File: config.mk
export PLATFORM = sky130hd
export DESIGN_NAME = multicycle_controller
export DESIGN_NICKNAME = d
export VERILOG_FILES = /design/src/rtl/multicycle_controller.sv
export SDC_FILE = /design/constraint.sdc
export NUM_CORES = 1
export LEC_CHECK = 0
export CAP_MARGIN = 5
export CORE_ASPECT_RATIO = 0.8
export CORE_MARGIN = 8
export CORE_UTILIZATION = 43
export DETAILED_ROUTE_END_ITERATION = 8
export PLACE_DENSITY = 0.85
export SYNTH_ARGS = -nofsm -noshare
export SYNTH_HDL_FRONTEND = slang
export SYNTH_SLANG_ARGS = --single-unit
File: constraint.sdc
create_clock -name clk -period 3.45 [get_ports clk]
set_clock_uncertainty 0.1 [all_clocks]
set_input_delay 0.69 -clock clk [delete_from_list [all_inputs] [get_ports clk]]
set_output_delay 0.69 -clock clk [all_outputs]
set_load 0.03 [all_outputs]
File: src/rtl/multicycle_controller.sv
// -----------------------------------------------------------------------------
// multicycle_controller
//   Main control unit for a multicycle RV32 subset (lw, sw, R-type, I-type ALU,
//   beq, jal, lui). A Moore FSM sequences each instruction. Separate
//   combinational decoders produce ImmSrc from the opcode and ALUControl from
//   the state's ALU operation class.
//
// Ports
//   clk         in   sole clock, rising edge
//   reset_n     in   asynchronous active-low reset
//   op[6:0]     in   opcode field of the instruction register
//   funct3[2:0] in   instruction bits 14:12
//   funct7b5    in   instruction bit 30
//   Zero        in   ALU zero flag
//   PCWrite     out  PC load enable
//   AdrSrc      out  memory address select (0 PC, 1 result)
//   MemWrite    out  data memory write strobe
//   IRWrite     out  instruction / OldPC register load enable
//   ResultSrc   out  result select (ALUOut, Data, ALUResult, ImmExt)
//   ALUSrcA     out  ALU A select (PC, OldPC, rs1)
//   ALUSrcB     out  ALU B select (rs2, ImmExt, 4)
//   ALUControl  out  ALU operation
//   ImmSrc      out  immediate format
//   RegWrite    out  register file write enable
//   State[3:0]  out  current state code (debug)
// -----------------------------------------------------------------------------
module multicycle_controller (
  input  logic       clk,
  input  logic       reset_n,
  input  logic [6:0] op,
  input  logic [2:0] funct3,
  input  logic       funct7b5,
  input  logic       Zero,
  output logic       PCWrite,
  output logic       AdrSrc,
  output logic       MemWrite,
  output logic       IRWrite,
  output logic [1:0] ResultSrc,
  output logic [1:0] ALUSrcA,
  output logic [1:0] ALUSrcB,
  output logic [2:0] ALUControl,
  output logic [2:0] ImmSrc,
  output logic       RegWrite,
  output logic [3:0] State
);

  typedef enum logic [3:0] {
    S_FETCH    = 4'd0,
    S_DECODE   = 4'd1,
    S_MEMADR   = 4'd2,
    S_MEMREAD  = 4'd3,
    S_MEMWB    = 4'd4,
    S_MEMWRITE = 4'd5,
    S_EXECUTER = 4'd6,
    S_EXECUTEI = 4'd7,
    S_ALUWB    = 4'd8,
    S_BEQ      = 4'd9,
    S_JAL      = 4'd10,
    S_LUI      = 4'd11
  } state_t;

  localparam logic [6:0] OP_LW  = 7'b0000011;
  localparam logic [6:0] OP_SW  = 7'b0100011;
  localparam logic [6:0] OP_R   = 7'b0110011;
  localparam logic [6:0] OP_I   = 7'b0010011;
  localparam logic [6:0] OP_BEQ = 7'b1100011;
  localparam logic [6:0] OP_JAL = 7'b1101111;
  localparam logic [6:0] OP_LUI = 7'b0110111;

  state_t     state_reg, state_next;
  logic       pcupdate, branch, irwrite_int, memwrite_int, regwrite_int;
  logic [1:0] aluop;

  always_ff @(posedge clk or negedge reset_n) begin
    if (!reset_n) state_reg <= S_FETCH;
    else          state_reg <= state_next;
  end

  // Next state and Moore outputs. Unused codes 12-15 fall into the default
  // branch: all outputs 0 and return to FETCH.
  always_comb begin
    state_next   = S_FETCH;
    pcupdate     = 1'b0;
    branch       = 1'b0;
    irwrite_int  = 1'b0;
    memwrite_int = 1'b0;
    regwrite_int = 1'b0;
    AdrSrc       = 1'b0;
    ResultSrc    = 2'b00;
    ALUSrcA      = 2'b00;
    ALUSrcB      = 2'b00;
    aluop        = 2'b00;
    case (state_reg)
      S_FETCH: begin
        state_next  = S_DECODE;
        irwrite_int = 1'b1;
        ALUSrcB     = 2'b10;
        ResultSrc   = 2'b10;
        pcupdate    = 1'b1;
      end
      S_DECODE: begin
        ALUSrcA = 2'b01;
        ALUSrcB = 2'b01;
        case (op)
          OP_LW, OP_SW: state_next = S_MEMADR;
          OP_R:         state_next = S_EXECUTER;
          OP_I:         state_next = S_EXECUTEI;
          OP_BEQ:       state_next = S_BEQ;
          OP_JAL:       state_next = S_JAL;
          OP_LUI:       state_next = S_LUI;
          default:      state_next = S_FETCH;
        endcase
      end
      S_MEMADR: begin
        ALUSrcA    = 2'b10;
        ALUSrcB    = 2'b01;
        state_next = (op == OP_LW) ? S_MEMREAD : S_MEMWRITE;
      end
      S_MEMREAD: begin
        AdrSrc     = 1'b1;
        state_next = S_MEMWB;
      end
      S_MEMWB: begin
        ResultSrc    = 2'b01;
        regwrite_int = 1'b1;
      end
      S_MEMWRITE: begin
        AdrSrc       = 1'b1;
        memwrite_int = 1'b1;
      end
      S_EXECUTER: begin
        ALUSrcA    = 2'b10;
        aluop      = 2'b10;
        state_next = S_ALUWB;
      end
      S_EXECUTEI: begin
        ALUSrcA    = 2'b10;
        ALUSrcB    = 2'b01;
        aluop      = 2'b10;
        state_next = S_ALUWB;
      end
      S_ALUWB: begin
        regwrite_int = 1'b1;
      end
      S_BEQ: begin
        ALUSrcA = 2'b10;
        aluop   = 2'b01;
        branch  = 1'b1;
      end
      S_JAL: begin
        ALUSrcA    = 2'b01;
        ALUSrcB    = 2'b10;
        pcupdate   = 1'b1;
        state_next = S_ALUWB;
      end
      S_LUI: begin
        ResultSrc    = 2'b11;
        regwrite_int = 1'b1;
      end
      default: state_next = S_FETCH;
    endcase
  end

  // The state register is already FETCH while reset is held, so only the
  // write strobes need masking to keep the datapath quiet during reset.
  assign PCWrite  = reset_n & (pcupdate | (branch & Zero));
  assign IRWrite  = reset_n & irwrite_int;
  assign MemWrite = reset_n & memwrite_int;
  assign RegWrite = reset_n & regwrite_int;
  assign State    = state_reg;

  always_comb begin
    case (op)
      OP_LW, OP_I: ImmSrc = 3'b000;
      OP_SW:       ImmSrc = 3'b001;
      OP_BEQ:      ImmSrc = 3'b010;
      OP_JAL:      ImmSrc = 3'b011;
      OP_LUI:      ImmSrc = 3'b100;
      default:     ImmSrc = 3'b000;
    endcase
  end

  // op[5] separates R-type from I-type, so only R-type with funct7b5 subtracts.
  always_comb begin
    case (aluop)
      2'b01: ALUControl = 3'b001;
      2'b10: begin
        case (funct3)
          3'b000:  ALUControl = ({op[5], funct7b5} == 2'b11) ? 3'b001 : 3'b000;
          3'b001:  ALUControl = 3'b100;
          3'b010:  ALUControl = 3'b101;
          3'b110:  ALUControl = 3'b011;
          3'b111:  ALUControl = 3'b010;
          default: ALUControl = 3'b000;
        endcase
      end
      default: ALUControl = 3'b000;
    endcase
  end

endmodule

==> impl_metrics.json, run 1 <==
{
  "startpoint": "op[5]",
  "cellPowerDensity_nw_per_um2": 243.6,
  "syn_to_final_growth_pct": 55.95,
  "grt_pass1_wl_um": 3525,
  "worst_r2r_startpoint": "State[2]$_DFF_PN0_",
  "max_freq_mhz": 307.6,
  "crit_type": "in -> out",
  "hold_buffers": 0,
  "p_sw_uw": 105.9,
  "switching_share_pct": 39.57,
  "worstPathArrival_ns": 2.46,
  "wl_per_cell_um": 13.95,
  "ys_top_cells_by_area": "dfrtp_1 14%, nor2b_1 5.3%, xnor2_1 5.0%, buf_6 4.8%, and4b_1 4.3%",
  "diodes": 0,
  "drive_above_1_share_pct": 16.41,
  "ant_nets": 0,
  "clockRootBuffer": "clkbuf_4",
  "grtUsageTotal_pct": 14.13,
  "routed_wl_um": 2092,
  "slew_headroom_pct": 76.88,
  "fin_tns_setup_ns": 0,
  "nNetsFinal": 146,
  "clkLatencyLatePin_ns": 0.23,
  "synth_cell_types": 38,
  "vias": 831,
  "fillCellCount": 142,
  "cts_buffers": 3,
  "stdcell_count": 150,
  "vdd_drop_max_mv": 0.2362,
  "ys_seq_elements": 4,
  "maxCapViolCount": 0,
  "grt_pass1_vias": 854,
  "gp_congestion": 0.8478,
  "finalCritPeriodShare_pct": 94.24,
  "synth_area_leader_cell": "dfrtp_1",
  "p_comb_share_pct": 59.1,
  "pwr-share-clk_pct": 21.2,
  "start_kind": "input pin",
  "cts.sinks": 4,
  "io_buffers": 34,
  "p_leak_nw": 0.4334,
  "post_drt_via_cell_ratio": 5.540,
  "fin_crit_ns": 3.251,
  "gr-total-overflow": 0,
  "largest_reg_flops": 4,
  "grt_max_degree": 15,
  "cts_tree": "yes",
  "rsz0062_at_grt": "false",
  "status": "completed",
  "seqPwrFrac_pct": 19.7,
  "post-cts-setup-buffers": 0,
  "drtIter0Drc": 19,
  "setup_viol": 0,
  "tightestPinTransition_ns": 0.3459,
  "required_ns": 2.66,
  "drt-pass1-iter-count": 4,
  "start_util_pct": 44.65,
  "cts.clk_slew.worst_paths_ns": 0.04,
  "ys_top_cells_by_count": "6 x nand3_1, 6 x nor2_1, 6 x nor2b_1",
  "cts_resized": 0,
  "hold_viol": 0,
  "antenna_found_initial": 0,
  "yosys_most_used_dff": "dfrtp_1",
  "yosys.area.top_type_share_pct": 14.21,
  "die-area_um2": 3197,
  "synthCells": 89,
  "rows": 13,
  "die_h_um": 52.20,
  "syn_avg_cell_area_um2": 7.915,
  "cp-end-kind": "output pin",
  "ys_seq_area_share_pct": 14.21,
  "htree_num_levels": 1,
  "synth_edf_count": 0,
  "dp_hpwl_um": 1821,
  "dieWidth_um": 61.25,
  "syn_area_um2": 704.4,
  "report.final.slew_viol_count": 0,
  "worstHoldPathType": "in -> async",
  "drc": 0,
  "clockBufferDepth": 2,
  "fp.coreArea_um2": 1578,
  "io_pins": 35,
  "synth_fp_nets": 105,
  "async_reset_ff_share_pct": 100.0,
  "dp_cells": 147,
  "cp_max_fo": 8,
  "yosysWarnings": 0,
  "intPower_uw": 161.7
}
-- metrics by stage --
stage	setup slack [ns]	utilization [%]	hold slack (ns)	total power, mW	cell area (um2)
floorplan	0.3333	-	0.2944	0.1471	704.4
global placement	0.2310	68.20	0.6592	0.2092	1076
detailed placement	0.1871	68.20	0.6879	0.2124	1076
CTS	0.1781	69.63	0.6261	0.2703	1099
global route	0.02589	69.63	0.6428	0.2876	1099
finish	0.1988	69.63	0.6231	0.2676	1099
-- metal layers --
layer | routed length [um] | track usage, % | vias up
met5 | 0 | 0 | -
met4 | 70 | 7.336 | 0
met3 | 132 | 4.167 | 8
met2 | 1077 | 26.39 | 32
met1 | 811 | 13.51 | 376
li1 | - | - | 415
-- layout by cell type, fill, tap and decap left out, types with 2 or more instances in the layout --
master,Yosys,layout
clkdlybuf4s50_1,0,34
buf_4,2,7
nand3_1,6,6
nor2b_1,6,6
nor2_1,6,6
a21oi_1,5,5
dfrtp_1,4,4
o21ai_0,4,4
xnor2_1,4,4
and3b_1,3,3
and3_1,3,3
and4b_1,3,3
nor3b_1,3,3
nor3_1,3,3
nand2_1,3,3
clkbuf_4,0,3
or3_1,2,2
nor2b_2,2,2
inv_2,2,2
and2_1,2,2
inv_1,2,2
nor4_1,2,2
o21ai_1,2,2
ha_1,2,2
-- worst paths after layout --
check                                     endpoint  slack, ns  cells after the start
worst min register to register  State[0]$_DFF_PN0_       0.69                      4
max in group asynchronous       State[0]$_DFF_PN0_       2.37                      1
worst max register to register  State[3]$_DFF_PN0_       1.82                      4
worst min-delay path            State[2]$_DFF_PN0_       0.62                      1
worst max-delay path                     ImmSrc[0]       0.20                      4
min in group clk                State[0]$_DFF_PN0_       0.69                      4
-- area by class of cell --
| class | count | area (um2) | share of cell area [%] |
|---|---|---|---|
| flip-flops and latches | 4 | 100.1 | 9.112 |
| clock buffers | 3 | 22.52 | 2.050 |
| inverters | 4 | 15.01 | 1.367 |
| well taps | 22 | 27.53 | 2.506 |
| multi-input cells | 76 | 540.5 | 49.20 |
| repair buffers | 41 | 392.9 | 35.76 |
-- cells by family (layout without fill, tap and decap cells) --
family                     Yosys count  count (layout)  share of synthesized area, %
AOI/OAI and AO/OA                   18              18                         18.65
buffers and inverters                9              48                         9.058
muxes                                1               1                         1.421
xor gates and xnor gates             4               4                         4.973
adders and majority gates            2               2                         3.552
DFF                                  4               4                         14.21
and+or+nand+nor                     51              51                         48.14
-- worst max-delay path, cell delays in order --
cell and delay [ns]:
clkdlybuf4s50_1 0.61, and3_1 0.27, nor3b_1 0.19, clkdlybuf4s50_1 0.70
-- power groups by stage --
stage,clock network [mW],registers (mW),logic (mW)
after floorplan,0,0.0592,0.0879
after global placement,0,0.0531,0.156
after detailed placement,0,0.0532,0.159
after CTS,0.0580,0.0527,0.160
after global routing,0.0641,0.0530,0.171
final,0.0568,0.0527,0.158
No activity file was read; power rests on OpenSTA's default activity.
==> inputs of run 2 (changes only) <==
--- a/config.mk
+++ b/config.mk
@@ -11,6 +11,7 @@
 export CORE_UTILIZATION = 43
 export DETAILED_ROUTE_END_ITERATION = 8
 export PLACE_DENSITY = 0.85
+export SETUP_SLACK_MARGIN = 0.02
 export SYNTH_ARGS = -nofsm -noshare
 export SYNTH_HDL_FRONTEND = slang
 export SYNTH_SLANG_ARGS = --single-unit
==> results of run 2 <==
Same layout as run 1: the final DEF is identical, and so are final timing and power.
==> variant 1, RTL diff (settings of run 1) <==
Put a register stage on the outputs `PCWrite`, `MemWrite`, `IRWrite` and `RegWrite`, cleared by the reset. The values now appear one clock later. The other outputs are not delayed to match.
--- a/src/rtl/multicycle_controller.sv
+++ b/src/rtl/multicycle_controller.sv
@@ -163,10 +163,19 @@
 
   // The state register is already FETCH while reset is held, so only the
   // write strobes need masking to keep the datapath quiet during reset.
-  assign PCWrite  = reset_n & (pcupdate | (branch & Zero));
-  assign IRWrite  = reset_n & irwrite_int;
-  assign MemWrite = reset_n & memwrite_int;
-  assign RegWrite = reset_n & regwrite_int;
+  always_ff @(posedge clk or negedge reset_n) begin
+    if (!reset_n) begin
+      PCWrite  <= '0;
+      MemWrite <= '0;
+      IRWrite  <= '0;
+      RegWrite <= '0;
+    end else begin
+      PCWrite  <= reset_n & (pcupdate | (branch & Zero));
+      MemWrite <= reset_n & memwrite_int;
+      IRWrite  <= reset_n & irwrite_int;
+      RegWrite <= reset_n & regwrite_int;
+    end
+  end
   assign State    = state_reg;
 
   always_comb begin
Function: changed (a bounded check fails within 4 cycles, from zero or initial values and one cycle with reset_n low).
==> variant 1 against run 1 <==
Area after synthesis up 10%; routed wire length up 8.0%; worst setup slack worse by 87 ps; non-clock buffer count down 5; critical path type unchanged; sequential cell count up 4; die area up 7.2%; critical endpoint unchanged; cell area up 4.3%; maximum frequency down 2.6%; first-iteration DRC count up 47%; final cell count up 0.67%; count of clock-buffer cells in the layout unchanged.
Power is not compared: it rests on default switching activity, and its combinational part moved more than twofold at a synthesized area within 25%.
==> variant 1: results (changes against run 1) <==
| Metric | Value |
|---|---|
| Pleak | `0.499 nW` |
| Fraction of layout cells with a size suffix above 1 | `9.30% (-7.1 points)` |
| DRT iter0 DRCs | `28 (+9)` |
| Mean post-synth cell area | `8.17 µm² (+3.2%)` |
| Met3 Resource Use GR | `5.18% (+1.0 points)` |
| Clk_lat worst skew | `260 ps (+30 ps)` |
| Area contributors post-synth | `dfrtp_1 (26%), nand2_1 (4.8%), nor3b_1 (3.9%), nor2_1 (3.4%), a21oi_1 (3.2%)` |
| Drt total wl | `2.26 mm (+8.0%)` |
| Cell variety after synth | `37 (-2.6%)` |
| Critical path arrival | `2550 ps (+90 ps)` |
| Register area share after synthesis | `25.8% (+12 points)` |
| Vias in the first global route | `850 (-0.47%)` |
| Post-Place Worst Slack | `116 ps (-70.8 ps)` |
| DR vias/cell | `5.51 (-0.54%)` |
| Layout area overhead | `47.7%` |
| Largest net degree at the start of global routing | `18 (+3)` |
| Placer congestion estimate | `0.768 (-9.4%)` |
| Final cell count without fillers | `151 (+0.67%)` |
| Status | `finished, final reports clean` |
| Grt met1 use | `12.7% (-0.83 points)` |
| GR Layer Usage met2 | `25.0% (-1.3 points)` |
| Fill count | `150 (+5.6%)` |
| Hpwl dp | `1.83 mm (+0.55%)` |
| GRT Total Usage | `13.5% (-0.67 points)` |
| Actual slew at the worst max-slew pin | `467 ps (+121 ps)` |
| Syn nets | `111 (+5.7%)` |
| First-pass GRT wire length | `3.72 mm (+5.5%)` |
| Leading post-synthesis cells by instance count | `nand2_1 (10), dfrtp_1 (8), nor2_1 (7)` |
variant 1: cell types whose count changed after synthesis, moves of 3 or more:
cell / delta
nand2_1: +7
dfrtp_1: +4
buf_2: +3
inv_1: +3
nand3_1: -3
o21ai_0: -3
variant 1: worst paths after layout:
kind                       depth (start not counted)               start                  to  slack, ps
setup reg to reg                                   3  State[2]$_DFF_PN0_  State[3]$_DFF_PN0_       2130
hold / removal                                     2  State[1]$_DFF_PN0_  State[1]$_DFF_PN0_        540
hold reg to reg                                    2  State[1]$_DFF_PN0_  State[1]$_DFF_PN0_        540
setup / recovery                                   5               op[3]           ImmSrc[0]        110
max in group asynchronous                          1             reset_n   IRWrite$_DFF_PN0_       2280
min in group asynchronous                          1             reset_n  State[0]$_DFF_PN0_        660
variant 1: timing repair:
| item | CTS | global route |
|---|---|---|
| hold buffers | 0 | 0 |
| resized for setup | 0 | 1 |
| endpoints found under the setup margin | 0 | 1 |
| buffers inserted | 0 | 0 |
| endpoints found under the hold margin | 0 | 0 |
variant 1: kinds of logic after synthesis:
logic type,synth area share (%)
xor+xnor,2.26
flops,25.8
compound gates,18.2
simple gates,43.2
fa+ha+maj,3.23
buf+inv,7.26
variant 1: layer usage:
layer	vias up	routed length, µm
li1	406	-
met1	392	915
met2	29	1140
met3	5	156
met4	0	43
met5	-	0
variant 1: power by group:
group	switching, mW	internal, mW
Sequential	0.00968	0.109
Clock	0.0325	0.0398
Combinational	0.197	0.143
Total	0.240	0.292
variant 1: final cells by class:
type                       instances  area share (%)
sequential                         8            17.5
clock buffer                       3            1.97
multi-input combinational         77            45.3
timing repair buffer              36            31.2
tap                               22            2.40
inverter                           5            1.64
variant 1: critical path, delay by kind of cell:
family	cells	cell delay, ps
buffers and inverters	2	1230
AND/OR/NAND/NOR	3	620
==> variant 2, RTL diff (config.mk and constraints of run 1) <==
Made on the original files. Register the inputs `op`, `funct3`, `funct7b5` and `Zero` before use, with the module's reset. The logic sees them one clock later.
--- a/src/rtl/multicycle_controller.sv
+++ b/src/rtl/multicycle_controller.sv
@@ -67,6 +67,25 @@
   localparam logic [6:0] OP_JAL = 7'b1101111;
   localparam logic [6:0] OP_LUI = 7'b0110111;
 
+  logic [6:0] op_q;
+  logic [2:0] funct3_q;
+  logic funct7b5_q;
+  logic Zero_q;
+
+  always_ff @(posedge clk or negedge reset_n) begin
+    if (!reset_n) begin
+      op_q       <= '0;
+      funct3_q   <= '0;
+      funct7b5_q <= '0;
+      Zero_q     <= '0;
+    end else begin
+      op_q       <= op;
+      funct3_q   <= funct3;
+      funct7b5_q <= funct7b5;
+      Zero_q     <= Zero;
+    end
+  end
+
   state_t     state_reg, state_next;
   logic       pcupdate, branch, irwrite_int, memwrite_int, regwrite_int;
   logic [1:0] aluop;
@@ -101,7 +120,7 @@
       S_DECODE: begin
         ALUSrcA = 2'b01;
         ALUSrcB = 2'b01;
-        case (op)
+        case (op_q)
           OP_LW, OP_SW: state_next = S_MEMADR;
           OP_R:         state_next = S_EXECUTER;
           OP_I:         state_next = S_EXECUTEI;
@@ -114,7 +133,7 @@
       S_MEMADR: begin
         ALUSrcA    = 2'b10;
         ALUSrcB    = 2'b01;
-        state_next = (op == OP_LW) ? S_MEMREAD : S_MEMWRITE;
+        state_next = (op_q == OP_LW) ? S_MEMREAD : S_MEMWRITE;
       end
       S_MEMREAD: begin
         AdrSrc     = 1'b1;
@@ -163,14 +182,14 @@
 
   // The state register is already FETCH while reset is held, so only the
   // write strobes need masking to keep the datapath quiet during reset.
-  assign PCWrite  = reset_n & (pcupdate | (branch & Zero));
+  assign PCWrite  = reset_n & (pcupdate | (branch & Zero_q));
   assign IRWrite  = reset_n & irwrite_int;
   assign MemWrite = reset_n & memwrite_int;
   assign RegWrite = reset_n & regwrite_int;
   assign State    = state_reg;
 
   always_comb begin
-    case (op)
+    case (op_q)
       OP_LW, OP_I: ImmSrc = 3'b000;
       OP_SW:       ImmSrc = 3'b001;
       OP_BEQ:      ImmSrc = 3'b010;
@@ -185,8 +204,8 @@
     case (aluop)
       2'b01: ALUControl = 3'b001;
       2'b10: begin
-        case (funct3)
-          3'b000:  ALUControl = ({op[5], funct7b5} == 2'b11) ? 3'b001 : 3'b000;
+        case (funct3_q)
+          3'b000:  ALUControl = ({op_q[5], funct7b5_q} == 2'b11) ? 3'b001 : 3'b000;
           3'b001:  ALUControl = 3'b100;
           3'b010:  ALUControl = 3'b101;
           3'b110:  ALUControl = 3'b011;
Behaviour: not the same (Yosys sat finds a counterexample within 4 cycles, from zero or initial values and one cycle with reset_n low).
==> variant 2 against run 1 <==
Area after synthesis increased by 38%; cell area up 23%; combinational power grew 110%; worst setup slack lost 94 ps; power rose by 140%; die area rose by 27%; routed wire length up 15%; global-route usage is 2.5 points lower; sequential cell count grew 12.
==> variant 2: results (changes against run 1) <==
| Metric | Value |
|---|---|
| Clk_lat worst skew | `280 ps (+50 ps)` |
| Mean post-synth cell area | `9.18 µm² (+16%)` |
| Syn nets | `122 (+16%)` |
| GRT Total Usage | `11.6% (-2.5 points)` |
| Switching pwr | `0.257 mW (+140%)` |
| Fill count | `196 (+38%)` |
| Post-Place Worst Slack | `383 ps (+196 ps)` |
| WHS | `512 ps (-111 ps)` |
| Worst vdd ir | `0.000318 V (+35%)` |
| First-pass GRT wire length | `3.97 mm (+13%)` |
| Multi-input gate area | `512 µm² (-5.3%)` |
| Comb_multi_in | `78 (+2.6%)` |
| R2R Path Start | `op_q[3]$_DFF_PN0_` |
| Yosys top cell area share | `41.1% (+27 points)` |
| Critical path arrival | `2550 ps (+90 ps)` |
| DRT iter0 DRCs | `59 (+40)` |
| Drt total wl | `2.40 mm (+15%)` |
| Max incr delay on CP | `680 ps (-20 ps)` |
| Placer congestion estimate | `0.823 (-3.0%)` |
| FF-to-FF End | `State[2]$_DFF_PN0_` |
| Reg2Reg Depth | `3 (-1)` |
| Buffering overhead | `27.0% (-8.7 points)` |
| Max FO, Critical Path | `12 (+4)` |
| Count of non-CTS buffers in the layout | `37 (-9.8%)` |
| Worst-path clk slew | `90 ps (+50 ps)` |
| Vias in the first global route | `870 (+1.9%)` |
| Vias | `916 (+10%)` |
| Clk tree area frac | `1.67% (-0.38 points)` |
| R2R setup slack | `1860 ps (+40 ps)` |
| Synth Cell Area | `973 µm² (+38%)` |
| Status | `finished, final reports clean` |
| Avg WL per Cell | `14.6 µm (+4.9%)` |
| Seq/total area | `29.7% (+21 points)` |
| Clock sink count | `16 (+12)` |
| Final Cell Area | `1350 µm² (+23%)` |
| Pleak | `0.586 nW (+35%)` |
| Cell variety after synth | `36 (-5.3%)` |
| Worst hold path class | `primary input to asynchronous set/reset pin` |
| DP Cell Count | `161 (+9.5%)` |
==> variant 2: cell types whose count changed after synthesis, sizes merged, moves of 2 or more <==
cell     change
dfrtp       +12
nand2        +6
clkbuf       +3
nand3        -3
nor2b        -3
nor4         -3
a21boi       +2
o2111ai      +2
o211ai       -2
==> variant 2: power groups by stage <==
| stage | combinational (mW) | clock, mW | sequential [mW] |
|---|---|---|---|
| final | 0.324 | 0.0956 | 0.217 |
| after global routing | 0.346 | 0.105 | 0.219 |
| after CTS | 0.326 | 0.0993 | 0.215 |
| after detailed placement | 0.325 | 0 | 0.219 |
| after global placement | 0.318 | 0 | 0.218 |
| after floorplan | 0.182 | 0 | 0.232 |
==> variant 2: how the worst max path moves through the flow <==
stage | slack (ps) | cells after the start | startpoint | end
floorplan | 550 | 6 | State[2]$_DFF_PN0_ | ALUControl[2]
global placement | 440 | 6 | State[2]$_DFF_PN0_ | ALUControl[1]
detailed placement | 380 | 8 | State[2]$_DFF_PN0_ | ALUControl[0]
CTS | 50 | 8 | State[2]$_DFF_PN0_ | ALUControl[0]
global route | 20 | 6 | State[2]$_DFF_PN0_ | ALUControl[1]
finish | 110 | 6 | State[2]$_DFF_PN0_ | ALUControl[1]
==> variant 2: kinds of logic after synthesis <==
kind of cell | Yosys count | share of synthesized area (%)
buf+inv | 12 | 6.30
fa+ha+maj | 2 | 2.57
mux | 1 | 1.03
xor+xnor | 5 | 4.50
flops | 16 | 41.1
compound gates | 21 | 13.6
simple gates | 49 | 30.8
==> variant 2: routing by layer <==
metal / share of wire, % / global-route usage [%] / wire [µm] / vias up
li1: - / - / - / 445
met2: 48 / 19.7 / 1160 / 29
met1: 43 / 12.8 / 1040 / 438
met4: 0.88 / 5.54 / 21 / 0
met3: 7.3 / 4.19 / 176 / 4
met5: 0 / 0 / 0 / -
